## config.mk

```make
export PLATFORM = sky130hd
export DESIGN_NAME = frame_rd_cmd_gen
export DESIGN_NICKNAME = d
export VERILOG_FILES = /design/src/rtl/frame_rd_cmd_gen.sv
export SDC_FILE = /design/constraint.sdc
export NUM_CORES = 1
export LEC_CHECK = 0
export BUFFER_PORTS_ARGS = -buffer_cell sky130_fd_sc_hd__buf_2
export CAP_MARGIN = 20
export CORE_ASPECT_RATIO = 2
export CORE_MARGIN = 4
export CORE_UTILIZATION = 35
export DETAILED_ROUTE_END_ITERATION = 8
export GPL_ROUTABILITY_DRIVEN = 0
export HOLD_SLACK_MARGIN = 0.15
export SLEW_MARGIN = 10
export SYNTH_ARGS = -nofsm -noshare
export SYNTH_HDL_FRONTEND = slang
export SYNTH_SLANG_ARGS = --single-unit
export TNS_END_PERCENT = 50
```

## constraint.sdc

```tcl
create_clock -name ddr_clk -period 4.2 [get_ports ddr_clk]
set_input_delay 0.21 -clock ddr_clk [delete_from_list [all_inputs] [get_ports ddr_clk]]
set_output_delay 0.21 -clock ddr_clk [all_outputs]
set_load 0.01 [all_outputs]
```

## src/rtl/frame_rd_cmd_gen.sv

```systemverilog
// -----------------------------------------------------------------------------
// frame_rd_cmd_gen
//
// Read-side command generator for the frame buffer bank switcher (ddr_clk
// domain). On every accepted frame_start it requests a read-bank switch
// (rd_sw / rd_sw_ack), latches the bank base address returned with the ack,
// then walks the frame line by line, issuing one AXI read burst command per
// burst slot. A command is only raised once the read FIFO reports room for
// a full burst (space_ok).
//
// Ports:
//   ddr_clk        clock
//   rst            synchronous reset, active-high
//   frame_start    one-cycle pulse, start of an output frame
//   vid_width      active pixels per line, sampled on accepted frame_start
//   vid_height     active lines, sampled on accepted frame_start
//   rd_sw          bank-switch request (level, held until ack)
//   rd_sw_ack      one-cycle acknowledge from the bank switcher
//   rd_start_addr  read bank base byte address, valid with rd_sw_ack
//   cmd_valid      burst command valid
//   cmd_ready      burst command accepted
//   cmd_addr       burst start byte address
//   cmd_len        burst length minus one (ARLEN encoding)
//   space_ok       downstream FIFO can absorb BURST_LEN beats
//   frame_busy     frame in progress
//   frame_done     one-cycle pulse after the last command of a frame
//   frame_drop     one-cycle pulse, same cycle as a frame_start seen while busy
//   ack_err        one-cycle pulse on rd_sw_ack timeout
//
// Optional feature (macro RD_SW_TIMEOUT_EN): bounds the wait for rd_sw_ack to
// ACK_TIMEOUT cycles. On expiry ack_err pulses and the frame proceeds with the
// previously latched base. Without the macro the request waits forever and
// ack_err is tied low.
// -----------------------------------------------------------------------------
module frame_rd_cmd_gen #(
  parameter int MAX_VID_WIDTH  = 1920,
  parameter int MAX_VID_HIGHT  = 1080,
  parameter int VID_DATA_WIDTH = 16,
  parameter int AXI_DATA_WIDTH = 256,
  parameter int BURST_LEN      = 16,
  parameter int ACK_TIMEOUT    = 1024
) (
  input  logic        ddr_clk,
  input  logic        rst,
  input  logic        frame_start,
  input  logic [11:0] vid_width,
  input  logic [11:0] vid_height,
  output logic        rd_sw,
  input  logic        rd_sw_ack,
  input  logic [31:0] rd_start_addr,
  output logic        cmd_valid,
  input  logic        cmd_ready,
  output logic [31:0] cmd_addr,
  output logic [7:0]  cmd_len,
  input  logic        space_ok,
  output logic        frame_busy,
  output logic        frame_done,
  output logic        frame_drop,
  output logic        ack_err
);

  localparam int          AXI_BYTES   = AXI_DATA_WIDTH / 8;
  localparam logic [31:0] STRIDE      = 32'(MAX_VID_WIDTH * VID_DATA_WIDTH / 8);
  localparam logic [31:0] BURST_BYTES = 32'(BURST_LEN * AXI_BYTES);
  localparam logic [7:0]  LEN_MAX     = 8'(BURST_LEN - 1);

  typedef enum logic [2:0] {
    S_IDLE,
    S_REQ,
    S_LINE,
    S_WAIT,
    S_ISSUE,
    S_FIN
  } state_t;

  state_t      state_reg;
  logic        rd_sw_reg;
  logic        cmd_valid_reg;
  logic [7:0]  cmd_len_reg;
  logic        frame_done_reg;
  logic [31:0] base_reg;         // bank base latched with rd_sw_ack
  logic [31:0] line_off_reg;     // line * STRIDE, accumulated
  logic [31:0] burst_addr_reg;   // address of the current/next burst
  logic [31:0] rem_reg;          // beats still to request on this line
  logic [31:0] line_beats_reg;
  logic [11:0] h_reg;
  logic [11:0] line_cnt_reg;

  // Frame geometry, evaluated from the inputs in the frame_start cycle.
  logic [31:0] w_clamp;
  logic [11:0] h_clamp;
  logic [31:0] line_bytes;
  logic [31:0] line_beats_in;
  logic [31:0] rem_after;

  always_comb begin
    w_clamp = ({20'd0, vid_width} > 32'(MAX_VID_WIDTH)) ? 32'(MAX_VID_WIDTH)
                                                         : {20'd0, vid_width};
    h_clamp = ({20'd0, vid_height} > 32'(MAX_VID_HIGHT)) ? 12'(MAX_VID_HIGHT)
                                                          : vid_height;
    line_bytes    = (w_clamp * 32'(VID_DATA_WIDTH)) / 32'd8;
    line_beats_in = (line_bytes + 32'(AXI_BYTES - 1)) / 32'(AXI_BYTES);
    // Beats left on the line once the command on the bus is accepted.
    rem_after     = rem_reg - {24'd0, cmd_len_reg} - 32'd1;
  end

`ifdef RD_SW_TIMEOUT_EN
  localparam int               ACK_CW       = $clog2(ACK_TIMEOUT + 1);
  localparam logic [ACK_CW-1:0] ACK_CNT_LAST = ACK_CW'(ACK_TIMEOUT - 1);
  logic [ACK_CW-1:0] ack_cnt_reg;
  logic              ack_err_reg;
`endif

  always_ff @(posedge ddr_clk) begin
    if (rst) begin
      state_reg      <= S_IDLE;
      rd_sw_reg      <= 1'b0;
      cmd_valid_reg  <= 1'b0;
      cmd_len_reg    <= 8'd0;
      frame_done_reg <= 1'b0;
      base_reg       <= 32'd0;
      line_off_reg   <= 32'd0;
      burst_addr_reg <= 32'd0;
      rem_reg        <= 32'd0;
      line_beats_reg <= 32'd0;
      h_reg          <= 12'd0;
      line_cnt_reg   <= 12'd0;
`ifdef RD_SW_TIMEOUT_EN
      ack_cnt_reg    <= '0;
      ack_err_reg    <= 1'b0;
`endif
    end else begin
      frame_done_reg <= 1'b0;
`ifdef RD_SW_TIMEOUT_EN
      ack_err_reg    <= 1'b0;
`endif
      case (state_reg)
        S_IDLE: begin
          if (frame_start) begin
            h_reg          <= h_clamp;
            line_beats_reg <= line_beats_in;
            line_cnt_reg   <= 12'd0;
            line_off_reg   <= 32'd0;
            rd_sw_reg      <= 1'b1;
`ifdef RD_SW_TIMEOUT_EN
            ack_cnt_reg    <= '0;
`endif
            state_reg      <= S_REQ;
          end
        end

        S_REQ: begin
          if (rd_sw_ack) begin
            base_reg  <= rd_start_addr;
            rd_sw_reg <= 1'b0;
            state_reg <= S_LINE;
          end
`ifdef RD_SW_TIMEOUT_EN
          else if (ack_cnt_reg == ACK_CNT_LAST) begin
            // Give up on the switch; base_reg keeps the last good bank.
            ack_err_reg <= 1'b1;
            rd_sw_reg   <= 1'b0;
            state_reg   <= S_LINE;
          end else begin
            ack_cnt_reg <= ack_cnt_reg + 1'b1;
          end
`endif
        end

        S_LINE: begin
          burst_addr_reg <= base_reg + line_off_reg;
          rem_reg        <= line_beats_reg;
          // Zero lines or zero beats per line: nothing to request.
          if (h_reg == 12'd0 || line_beats_reg == 32'd0) begin
            frame_done_reg <= 1'b1;
            state_reg      <= S_FIN;
          end else begin
            state_reg <= S_WAIT;
          end
        end

        S_WAIT: begin
          if (space_ok) begin
            cmd_valid_reg <= 1'b1;
            cmd_len_reg   <= (rem_reg >= 32'(BURST_LEN)) ? LEN_MAX
                                                         : (rem_reg[7:0] - 8'd1);
            state_reg     <= S_ISSUE;
          end
        end

        S_ISSUE: begin
          // burst_addr_reg and cmd_len_reg only move on acceptance, so the
          // command is held stable under backpressure.
          if (cmd_ready) begin
            cmd_valid_reg  <= 1'b0;
            burst_addr_reg <= burst_addr_reg + BURST_BYTES;
            rem_reg        <= rem_after;
            if (rem_after != 32'd0) begin
              state_reg <= S_WAIT;
            end else begin
              line_cnt_reg <= line_cnt_reg + 12'd1;
              line_off_reg <= line_off_reg + STRIDE;
              if (line_cnt_reg + 12'd1 == h_reg) begin
                frame_done_reg <= 1'b1;
                state_reg      <= S_FIN;
              end else begin
                state_reg <= S_LINE;
              end
            end
          end
        end

        S_FIN: begin
          state_reg <= S_IDLE;
        end

        default: begin
          state_reg <= S_IDLE;
        end
      endcase
    end
  end

  assign rd_sw      = rd_sw_reg;
  assign cmd_valid  = cmd_valid_reg;
  assign cmd_addr   = burst_addr_reg;
  assign cmd_len    = cmd_len_reg;
  assign frame_done = frame_done_reg;
  assign frame_busy = (state_reg != S_IDLE);
  // Reported in the same cycle the extra frame_start arrives; the frame in
  // flight is not disturbed.
  assign frame_drop = frame_start && (state_reg != S_IDLE);

`ifdef RD_SW_TIMEOUT_EN
  assign ack_err = ack_err_reg;
`else
  assign ack_err = 1'b0;
  logic [31:0] unused_ack_timeout;
  assign unused_ack_timeout = 32'(ACK_TIMEOUT);
`endif

endmodule

```

==> summary.md, run 1 <==
| Metric | Value |
|---|---|
| YS warnings | 0 |
| Post-synth EDFFs | 0 |
| Final WS setup | 0.2423 ns |
| Cell variety after synth | 68 |
| Most Crowded Layer GR | met2 |
| Slew HR | 45.80% |
| Crit path max fanout | 33 |
| Initial antenna violation count | 0 |
| Post-Synth Adder-Cell Area | 4.668% |
| Area of the die | 30,940 um2 |
| Die height | 244.8 um |
| Smallest hold slack | 0.1769 ns |
| Post-CTS setup buffers | 0 |
| Clock Skew | 0.01441 ns |
| Vias per inst | 5.534 |
| Tot GR Track Use | 19.91% |
| CP Launch Type | flop |
| Setup violators final | 0 |
| Fin. Hold Viols | 0 |
| Top FF cell, synth | dfxtp_1 |
| First-pass GRT wire length | 49,660 um |
| Max-Cap Viols | 0 |
| Number of global-route vias before repair | 9,650 |
| Sum Neg Setup Slack | 0 ns |
| Routed vias | 9,878 |
| Post-synthesis simple-gate area fraction | 25.61% |
| H-tree depth | 4 |
| Area Growth Syn to Fin | 21.58% |
| Post-synthesis register bit count | 167 |
| Post-Syn Area | 9811 um2 |
| CTS max path bufs | 2 |
| Commonest cells post-synth | nand2_1 (192), dfxtp_1 (167), nor2_1 (146) |
| Grt ovf | 0 |
| Initial Utilization | 35.48% |
| Avg WL per Cell | 17.45 um |
| Post-route ant nets | 0 |
| Fillers | 2,812 |
| Num rows | 86 |
| GRT met2 Usage | 36.70% |
| Post-Synthesis Cells | 1,286 |
| Largest family of logic cells by synthesized area | simple AND/OR/NAND/NOR gates |
| RSZ-0062 raised after global routing | no |
| Final Cycle Share | 94.23% |
| Leading area contributor after synthesis | dfxtp_1 |
| Leading cell type by number of instances after synthesis | nand2_1 |
| Worst setup path category | flop to flop |
| Inserted Diodes | 0 |
| Worst-Margin Slew | 0.8129 ns |
| CTS sink count | 167 |
| Post-synth top area share | 34.08% |
| CP required | 4.52 ns |
| Final wirelength | 31,140 um |
| M3 GR Usage | 3.375% |
| Largest net degree at the start of global routing | 70 |
| Clk slew on worst S/H paths | 0.07 ns |
| Net Count, Synth | 1,384 |
| Clock latency on the worst-skew pair | 0.46 ns |
| Post-layout util | 43.13% |
| Outcome | completed |
| Met1 global-route usage | 20.48% |
| Max rail drop VDD | 0.3074 mV |
| Top cells by area, synth | dfxtp_1 (34%), nand2_1 (7.3%), a21oi_1 (6.6%) |
| Final Net Count | 1,518 |
| Post-Syn Area per Cell | 7.629 um2 |
| Worst setup EP type | flop |
| Register area share after synthesis | 34.08% |
| Die Wd | 126.4 um |
| CTS root buf | clkbuf_16 |
| Share of layout cells above drive strength 1 | 13.89% |
| IO buf count | 106 |
| TritonCTS clock tree | done |
| Worst EP arrival | 4.27 ns |
| HPWL Detailed | 22,720 um |
| Async set-reset flop share out of synthesis | 0% |
| Pwr dens | 367.0 nW/um2 |
| First-pass DRT Iterations | 5 |
| Final Critical Period | 3.958 ns |
| Max Transition Viols Final | 0 |
| Worst Hold Class | input port to flop |
| Post-synthesis xor/xnor area fraction | 8.303% |
| Initial DRC count | 672 |
| CTS Buf Count | 17 |
| Synth Area in Compound Gates | 22.51% |
| Core ar. | 27,650 um2 |
| Post-Place Worst Slack | 0.1384 ns |
| FMAX | 252.7 MHz |
| Static Leakage | 0.004508 uW |
| DRC | 0 |
| Post-synthesis mux area share | 0.4209% |
| # IOs | 108 |
==> worst paths after layout <==
check	start	end	slack (ns)	cells past startpoint
worst min register to register	base_reg[4]$_SDFFE_PP0P_	cmd_addr[4]$_SDFFE_PP0P_	0.45	2
worst min-delay path	vid_height[11]	h_reg[10]$_SDFFE_PP0P_	0.18	3
worst max-delay path	rem_reg[0]$_SDFFE_PP0P_	line_off_reg[11]$_SDFFE_PP0P_	0.24	15
worst max register to register	rem_reg[0]$_SDFFE_PP0P_	line_off_reg[11]$_SDFFE_PP0P_	0.24	15
==> kinds of logic after synthesis <==
family                     after synthesis
DFF                                    167
buffers and inverters                  109
and+or+nand+nor                        544
other                                    1
muxes                                    4
adders and majority gates               36
xor gates and xnor gates                93
AOI/OAI and AO/OA                      332
==> layout by cell type (no fill, tap or decap), drive strengths merged, types with 4 or more instances in the layout <==
cell type / n
a31oi: 14
a311oi: 20
nor4: 23
nor2: 146
nor3: 50
nand2: 192
xnor2: 67
a221oi: 5
o21ai: 52
dfxtp: 167
nand4b: 4
and2: 13
nor4b: 4
clkinv: 5
a21boi: 8
a211o: 5
or3: 8
nand4: 16
or2: 6
a22oi: 8
dlygate4sd3: 54
a21o: 10
o21a: 6
buf: 137
clkbuf: 20
xor2: 26
a2111oi: 17
a21oi: 130
and3: 11
nor2b: 7
ha: 35
nand2b: 12
a211oi: 30
o31ai: 6
nand3: 42
inv: 37
==> final cells by class <==
class	instances	area (um2)	area share (%)
multi-input cells	1010	6103	51.17
flip-flops and latches	167	3343	28.03
repair buffers	191	1319	11.06
clock buffers	20	456.7	3.829
well taps	352	440.4	3.692
clock inverters	12	141.4	1.185
inverters	33	123.9	1.038
==> critical path, cell delays in order (launching register included) <==
cell       delay (ns)
dfxtp_1          0.40
ha_1             0.21
inv_1            0.07
fa_1             0.39
nand2b_1         0.19
a21oi_2          0.21
o221ai_2         0.22
buf_4            0.23
nand2_1          0.14
nand4_1          0.20
a2111oi_4        0.44
nand4_2          0.20
buf_12           0.23
a2111oi_1        0.46
xnor2_1          0.17
nor2_1           0.05
==> power breakdown <==
group | internal [uW] | leakage (uW) | total, uW | switching (uW)
Combinational | 390 | 0.00286 | 1040 | 648
Sequential | 1640 | 0.00135 | 1720 | 70.8
Clock | 917 | 0.000293 | 1620 | 706
==> routing by layer <==
layer  vias to the layer above  wire (um)
li1                       4847          -
met1                      4632      11480
met2                       289      16740
met3                       110       1126
met4                         0       1795
met5                         -          0
==> stage by stage <==
stage | std cells | total power, uW | cell area (um2)
finish | 1785 | 4377 | 11930
CTS | 1785 | 4367 | 11880
global route | 1785 | 4574 | 11930
floorplan | 1286 | 2380 | 9811
detailed placement | 1699 | 2700 | 10740
global placement | 1699 | 2693 | 10740
==> what timing repair did <==
| item | in CTS | in global routing |
|---|---|---|
| gates resized for setup | 0 | 8 |
| hold buffers | 54 | 0 |
| hold endpoints to repair | 49 | 0 |
| endpoints found under the setup margin | 0 | 24 |
Note: power is estimated with default switching activity, not from simulation.
==> run 2, diff against run 1 <==
--- a/config.mk
+++ b/config.mk
@@ -5,6 +5,7 @@
 export SDC_FILE = /design/constraint.sdc
 export NUM_CORES = 1
 export LEC_CHECK = 0
+export ABC_AREA = 1
 export BUFFER_PORTS_ARGS = -buffer_cell sky130_fd_sc_hd__buf_2
 export CAP_MARGIN = 20
 export CORE_ASPECT_RATIO = 2
@@ -12,6 +13,7 @@
 export CORE_UTILIZATION = 35
 export DETAILED_ROUTE_END_ITERATION = 8
 export GPL_ROUTABILITY_DRIVEN = 0
+export GPL_TIMING_DRIVEN = 0
 export HOLD_SLACK_MARGIN = 0.15
 export SLEW_MARGIN = 10
 export SYNTH_ARGS = -nofsm -noshare
==> run 2 against run 1 <==
Hold slack improved by 0.018 ns; sequential power is 9.9% higher; power rose by 32%; first-iteration DRC count increased by 3.0%; register-to-register slack gained 0.33 ns; clock power is essentially flat; critical path depth is 5 higher; clock skew down 0.0044 ns; count of clock-buffer cells in the layout up 4; highest routed layer unchanged; via count increased by 28%; area after synthesis rose by 13%; non-clock buffer count rose by 29.
==> summary.md, run 2 <==
| Metric | Value |
|---|---|
| # IOs | 108 |
| Worst EP arrival | 3.94 ns |
| Met1 global-route usage | 21.87% |
| Post-synthesis simple-gate area fraction | 37.03% |
| Routed vias | 12,670 |
| Top FF cell, synth | dfxtp_1 |
| Clock Skew | 0.01004 ns |
| Inserted Diodes | 0 |
| First-pass DRT Iterations | 6 |
| Critical Path Slowest Stage Cell | dfxtp_1 |
| Post-synthesis register bit count | 167 |
| Tot Pwr | 5793 uW |
| Post-Synth Adder-Cell Area | 4.138% |
| CTS max path bufs | 2 |
| Fin cells | 2,410 |
| RSZ-0062 raised after global routing | no |
| CP Launch Type | flop |
| Post-synthesis mux area share | 0% |
| H-tree depth | 4 |
| Final wirelength | 42,920 um |
| Largest family of logic cells by synthesized area | simple AND/OR/NAND/NOR gates |
| Reg-to-Reg End | line_off_reg[25]$_SDFFE_PP0P_ |
| Setup violators final | 0 |
| Top cells by area, synth | dfxtp_1 (30%), nand2_1 (15%), nor2_1 (9.4%) |
| Worst-Margin Slew | 1.059 ns |
| Post-cts hold buffer count | 53 |
| Avg WL per Cell | 17.81 um |
| Crit path largest cell delay | 0.40 ns |
| GRT met2 Usage | 47.93% |
| Post-Place Worst Slack | 0.6039 ns |
| Sum Neg Setup Slack | 0 ns |
| Final Critical Period | 3.632 ns |
| Crit path max fanout | 10 |
| Final Cycle Share | 86.48% |
| Die height | 259.5 um |
| Post-Synthesis Cells | 1,802 |
| Final WS setup | 0.5680 ns |
| CP required | 4.51 ns |
| Initial antenna violation count | 0 |
| Post-CTS setup buffers | 0 |
| Most frequent cells in the layout | nand2_1 (443), nor2_1 (276), inv_1 (187) |
| Commonest cells post-synth | nand2_1 (443), nor2_1 (276), inv_1 (187) |
| Leading area contributor after synthesis | dfxtp_1 |
| Most Crowded Layer GR | met2 |
| Num rows | 91 |
| Worst setup EP type | flop |
| CTS Buf Count | 17 |
| Share of layout cells above drive strength 1 | 8.534% |
| TritonCTS clock tree | done |
| Most common cell after layout, fill and taps aside | nand2_1 |
| Clock latency on the worst-skew pair | 0.46 ns |
| Number of global-route vias before repair | 12,460 |
| Worst Hold Class | input port to flop |
| NetSw | 2448 uW |
| Post-route ant nets | 0 |
| Most numerous cell on the critical path | nand2_1 |
| Critical Path, Cell by Cell | ha_1, inv_1, fa_1, inv_1, nand3_1, nand2_1, nand2_1, nand2_2, nand2_1, nand2_1, nand4_1, nor2_1, nand2_1, nor2_1, nand4_1, nand2_2, nand2_4, buf_2, nand2_1, a21oi_1 |
| HPWL Detailed | 34,070 um |
| CP top delay family | simple AND/OR/NAND/NOR gates |
| Synth Area in Compound Gates | 16.19% |
| IO buf count | 105 |
| Hold Crit Start | vid_height[10] |
| Min-Delay Path Depth | 5 |
| Net Count, Synth | 1,900 |
| Post-synth EDFFs | 0 |
| Area of the die | 34,700 um2 |
| FMAX | 275.3 MHz |
| Initial DRC count | 692 |
| Outcome | completed |
| Static Leakage | 0.005849 uW |
| Reg-to-reg slack, setup | 0.57 ns |
| Bufs and invs on worst path | 3 |
| P_int | 3345 uW |
| Clock power share | 27.4% |
| Die Wd | 133.7 um |
| CTS sink count | 167 |
| Post-layout util | 42.51% |
| Placed Cells | 2,325 |
| YS warnings | 0 |
| Post-Syn Area per Cell | 6.141 um2 |
| Worst setup path category | flop to flop |
| Max Transition Viols Final | 0 |
| Initial Utilization | 35.60% |
| Gate power share | 40.1% |
| Post-Syn Area | 11,070 um2 |
| R2R Path Start | rem_reg[0]$_SDFFE_PP0P_ |
| Fin. Hold Viols | 0 |
| Post-synth top area share | 30.21% |
| Register area share after synthesis | 30.21% |
| Core ar. | 31,080 um2 |
| Post-synthesis xor/xnor area fraction | 3.403% |
| Largest net degree at the start of global routing | 17 |
| CTS root buf | clkbuf_16 |
| Max-Cap Viols | 0 |
| Cell variety after synth | 47 |
| Grt ovf | 0 |
| Async set-reset flop share out of synthesis | 0% |
| Cells on worst reg2reg path | 20 |
| Max rail drop VDD | 0.3114 mV |
| Area Growth Syn to Fin | 19.41% |
| Vias per inst | 5.256 |
| Flop pwr share | 32.6% |
| Leading cell type by number of instances after synthesis | nand2_1 |
| Pwr dens | 438.4 nW/um2 |
| Clk slew on worst S/H paths | 0.06 ns |
| Hold endpoint | h_reg[5]$_SDFFE_PP0P_ |
| Tot GR Track Use | 24.54% |
| DRC | 0 |
| Switching Fraction | 42.26% |
| Post-CTS Resized | 0 |
| M3 GR Usage | 3.937% |
| Slew HR | 29.16% |
| Final Net Count | 2,077 |
| First-pass GRT wire length | 65,610 um |
[run 2: worst min-delay path, cell delays in order]
cell	delay [ns]
buf_2	0.09
o41ai_1	0.06
nand2_1	0.13
o31ai_1	0.09
inv_1	0.05
[run 2: cells by family (layout without fill, tap and decap cells)]
kind of cell             Yosys count  after routing
flip-flops                       167            167
AO/OA/AOI/OAI                    326            326
other                              1              1
adder cells (fa/ha/maj)           36             36
XOR/XNOR                          43             43
buffers and inverters            258            448
AND/OR/NAND/NOR                  971            971
[run 2: final cells by class]
type / instances / area (um2)
Clock inverter: 8 / 97.59
Sequential cell: 167 / 3343
Buffer: 62 / 259.0
Tap cell: 418 / 523.0
Fill cell: 3324 / 17870
Clock buffer: 24 / 471.7
Timing Repair Buffer: 158 / 1056
Inverter: 196 / 735.7
Multi-Input combinational cell: 1377 / 6728
[run 2: layer usage]
metal / wire length [um] / part of all wire, %
met5: 0 / 0
met4: 3470 / 8.1
met3: 1647 / 3.8
met2: 23510 / 55
met1: 14300 / 33
[run 2: worst max-delay path by stage]
| stage | startpoint | end | cells past startpoint |
|---|---|---|---|
| 6_report | rem_reg[0]$_SDFFE_PP0P_ | line_off_reg[25]$_SDFFE_PP0P_ | 20 |
| 5_1_grt | rem_reg[0]$_SDFFE_PP0P_ | line_off_reg[21]$_SDFFE_PP0P_ | 20 |
| 4_1_cts | rem_reg[0]$_SDFFE_PP0P_ | line_off_reg[23]$_SDFFE_PP0P_ | 20 |
| 3_5_place_dp | rem_reg[0]$_SDFFE_PP0P_ | line_off_reg[11]$_SDFFE_PP0P_ | 20 |
| 3_3_place_gp | rem_reg[0]$_SDFFE_PP0P_ | line_off_reg[11]$_SDFFE_PP0P_ | 20 |
| 2_1_floorplan | cmd_len[0]$_SDFFE_PP0P_ | line_off_reg[11]$_SDFFE_PP0P_ | 21 |
[run 2: power groups by stage]
| stage | logic (uW) | registers, uW | clock network [uW] |
|---|---|---|---|
| 2_1_floorplan | 1520 | 1880 | 0 |
| 5_1_grt | 2570 | 1900 | 1660 |
| 3_5_place_dp | 2230 | 1920 | 0 |
| 4_1_cts | 2280 | 1880 | 1610 |
| 3_3_place_gp | 2210 | 1910 | 0 |
| 6_report | 2320 | 1890 | 1590 |
[run 2: stage by stage]
step / instance area, um2 / hold WS [ns]
2_1_floorplan: 11070 / 0.3296
3_3_place_gp: 12110 / 0.4342
3_5_place_dp: 12110 / 0.4407
4_1_cts: 13210 / 0.1723
5_1_grt: 13210 / 0.2064
6_report: 13210 / 0.1947
==> run 3, diff against run 2 <==
--- a/config.mk
+++ b/config.mk
@@ -15,6 +15,7 @@
 export GPL_ROUTABILITY_DRIVEN = 0
 export GPL_TIMING_DRIVEN = 0
 export HOLD_SLACK_MARGIN = 0.15
+export PLACE_DENSITY = 0.5
 export SLEW_MARGIN = 10
 export SYNTH_ARGS = -nofsm -noshare
 export SYNTH_HDL_FRONTEND = slang
==> run 3 against run 2 <==
Worst setup slack improved by 0.073 ns; register-to-register slack improved by 0.07 ns; global-route usage rose by 0.95 points; hold slack improved by 0.015 ns; combinational power barely moved; clock skew rose by 0.0010 ns; final area barely moved; power rose by 0.51%.
==> summary.md, run 3 (synthesis gave the netlist of run 2 again) <==
| Metric | Value |
|---|---|
| Worst setup EP type | flop |
| NetSw | 2495 uW |
| Largest net degree at the start of global routing | 17 |
| Core ar. | 31,080 um2 |
| WP depth | 19 |
| Reg-to-reg slack, setup | 0.64 ns |
| Slew HR | 38.46% |
| Critical Path, Cell by Cell | inv_1, ha_1, nand2_1, nand2_1, inv_2, nand2_1, a21oi_1, nand2_1, nand2_1, nand2_1, nor2_1, nand2_1, nor2_1, nand4_1, nand2_2, nand2_4, buf_2, nand2_1, a21oi_1 |
| CTS max path bufs | 2 |
| Post-CTS setup buffers | 0 |
| Critical path launch point | cmd_len[7]$_SDFFE_PP0P_ |
| IO buf count | 105 |
| Die Wd | 133.7 um |
| Crit path max fanout | 10 |
| R2R Path Start | cmd_len[7]$_SDFFE_PP0P_ |
| Final Net Count | 2,076 |
| Outcome | completed |
| Initial Utilization | 35.60% |
| Bufs and invs on worst path | 3 |
| Clock latency on the worst-skew pair | 0.46 ns |
| Worst-Margin Slew | 0.9197 ns |
| CP Launch Type | flop |
| Gate power share | 39.9% |
| Worst Hold Class | input port to flop |
| Clock power share | 27.6% |
| First-pass DRT Iterations | 6 |
| Inserted Diodes | 0 |
| Grt ovf | 0 |
| RSZ-0062 raised after global routing | no |
| Routed vias | 12,360 |
| Max-Cap Viols | 0 |
| P_int | 3328 uW |
| Initial antenna violation count | 0 |
| Max rail drop VDD | 0.3366 mV |
| CP top delay family | simple AND/OR/NAND/NOR gates |
| Worst setup path category | flop to flop |
| Worst setup endpoint | line_off_reg[20]$_SDFFE_PP0P_ |
| CTS sink count | 167 |
| First-pass GRT wire length | 67,120 um |
| # IOs | 108 |
| H-tree depth | 4 |
| Reg-to-Reg End | line_off_reg[20]$_SDFFE_PP0P_ |
| Area of the die | 34,700 um2 |
| Final Cycle Share | 84.74% |
| CTS root buf | clkbuf_16 |
| Setup violators final | 0 |
| Initial DRC count | 717 |
| Die height | 259.5 um |
| Worst EP arrival | 3.88 ns |
| Fin. Hold Viols | 0 |
| Num rows | 91 |
| Tot GR Track Use | 25.49% |
| Area Growth Syn to Fin | 19.37% |
| Final Critical Period | 3.559 ns |
| Final wirelength | 44,450 um |
| Switching Fraction | 42.85% |
| Critical Path Slowest Stage Cell | a21oi_1 |
| FMAX | 281.0 MHz |
| Flop pwr share | 32.5% |
| Crit path largest cell delay | 0.55 ns |
| HPWL Detailed | 35,850 um |
| Most common cell after layout, fill and taps aside | nand2_1 |
| Post-route ant nets | 0 |
| Clk slew on worst S/H paths | 0.07 ns |
| CP required | 4.52 ns |
| Most numerous cell on the critical path | nand2_1 |
| Number of global-route vias before repair | 12,150 |
| Share of layout cells above drive strength 1 | 8.689% |
| Sum Neg Setup Slack | 0 ns |
| DRC | 0 |
| Most frequent cells in the layout | nand2_1 (443), nor2_1 (276), inv_1 (187) |
| Clock Skew | 0.01104 ns |
| Vias per inst | 5.132 |
| Static Leakage | 0.005848 uW |
| Cells on worst reg2reg path | 19 |
| CTS Buf Count | 17 |
| Max Transition Viols Final | 0 |
| Pwr dens | 440.8 nW/um2 |
| TritonCTS clock tree | done |
| Post-layout util | 42.49% |
| Avg WL per Cell | 18.45 um |
-- run 3: what timing repair did --
action                                  4_1_cts  5_1_grt
endpoints found under the hold margin        48        0
hold buffers                                 52        0
endpoints found under the setup margin        0        0
gates resized for setup                       0        0
-- run 3: stage by stage --
| step | instance area (um2) | hold WS, ns | setup slack, ns | power [uW] | std cells |
|---|---|---|---|---|---|
| floorplan | 11070 | 0.3296 | 1.516 | 3401 | 1802 |
| global placement | 12110 | 0.4336 | 0.6542 | 4182 | 2325 |
| detailed placement | 12110 | 0.4379 | 0.6935 | 4185 | 2325 |
| CTS | 13210 | 0.1846 | 0.6610 | 5843 | 2409 |
| global route | 13210 | 0.2182 | 0.3489 | 6202 | 2409 |
| finish | 13210 | 0.2097 | 0.6411 | 5822 | 2409 |
-- run 3: per-layer routing --
metal | wire, um | vias to the layer above | global-route usage [%]
met5 | 0 | - | 0
met4 | 3814 | 0 | 19.11
met3 | 1166 | 134 | 3.123
met2 | 24500 | 277 | 50.06
met1 | 14960 | 5682 | 23.15
li1 | - | 6271 | -
-- run 3: cell type report --
type                       instances  area (um2)
buffer                            62       259.0
sequential                       167        3343
fill                            3436       17870
multi-input combinational       1377        6728
clock inverter                    12       127.6
inverter                         196       735.7
timing repair buffer             157        1046
tap                              418       523.0
clock buffer                      20       446.7
-- run 3: worst register-to-register path, stage by stage, from the launching register on --
cell and delay, ns:
dfxtp_1 0.39, inv_1 0.06, ha_1 0.41, nand2_1 0.10, nand2_1 0.10, inv_2 0.06
nand2_1 0.09, a21oi_1 0.55, nand2_1 0.10, nand2_1 0.11, nand2_1 0.14, nor2_1 0.13
nand2_1 0.05, nor2_1 0.09, nand4_1 0.17, nand2_2 0.28, nand2_4 0.16, buf_2 0.26
nand2_1 0.08, a21oi_1 0.06
-- run 3: worst min path at each step --
stage / start / end / slack, ns / depth (start not counted)
6_report: vid_width[5] / line_beats_reg[1]$_SDFFE_PP0P_ / 0.21 / 4
5_1_grt: vid_width[5] / line_beats_reg[1]$_SDFFE_PP0P_ / 0.22 / 4
4_1_cts: vid_width[5] / line_beats_reg[1]$_SDFFE_PP0P_ / 0.18 / 4
3_5_place_dp: rd_start_addr[16] / base_reg[16]$_SDFFE_PP0P_ / 0.44 / 3
3_3_place_gp: rd_start_addr[20] / base_reg[20]$_SDFFE_PP0P_ / 0.43 / 3
2_1_floorplan: vid_height[3] / h_reg[3]$_SDFFE_PP0P_ / 0.33 / 2
-- run 3: power groups by stage --
stage / Combinational (uW) / Sequential, uW / Clock (uW)
detailed placement: 2260 / 1920 / 0
global route: 2600 / 1910 / 1690
CTS: 2310 / 1890 / 1640
floorplan: 1520 / 1880 / 0
finish: 2330 / 1890 / 1610
global placement: 2260 / 1920 / 0
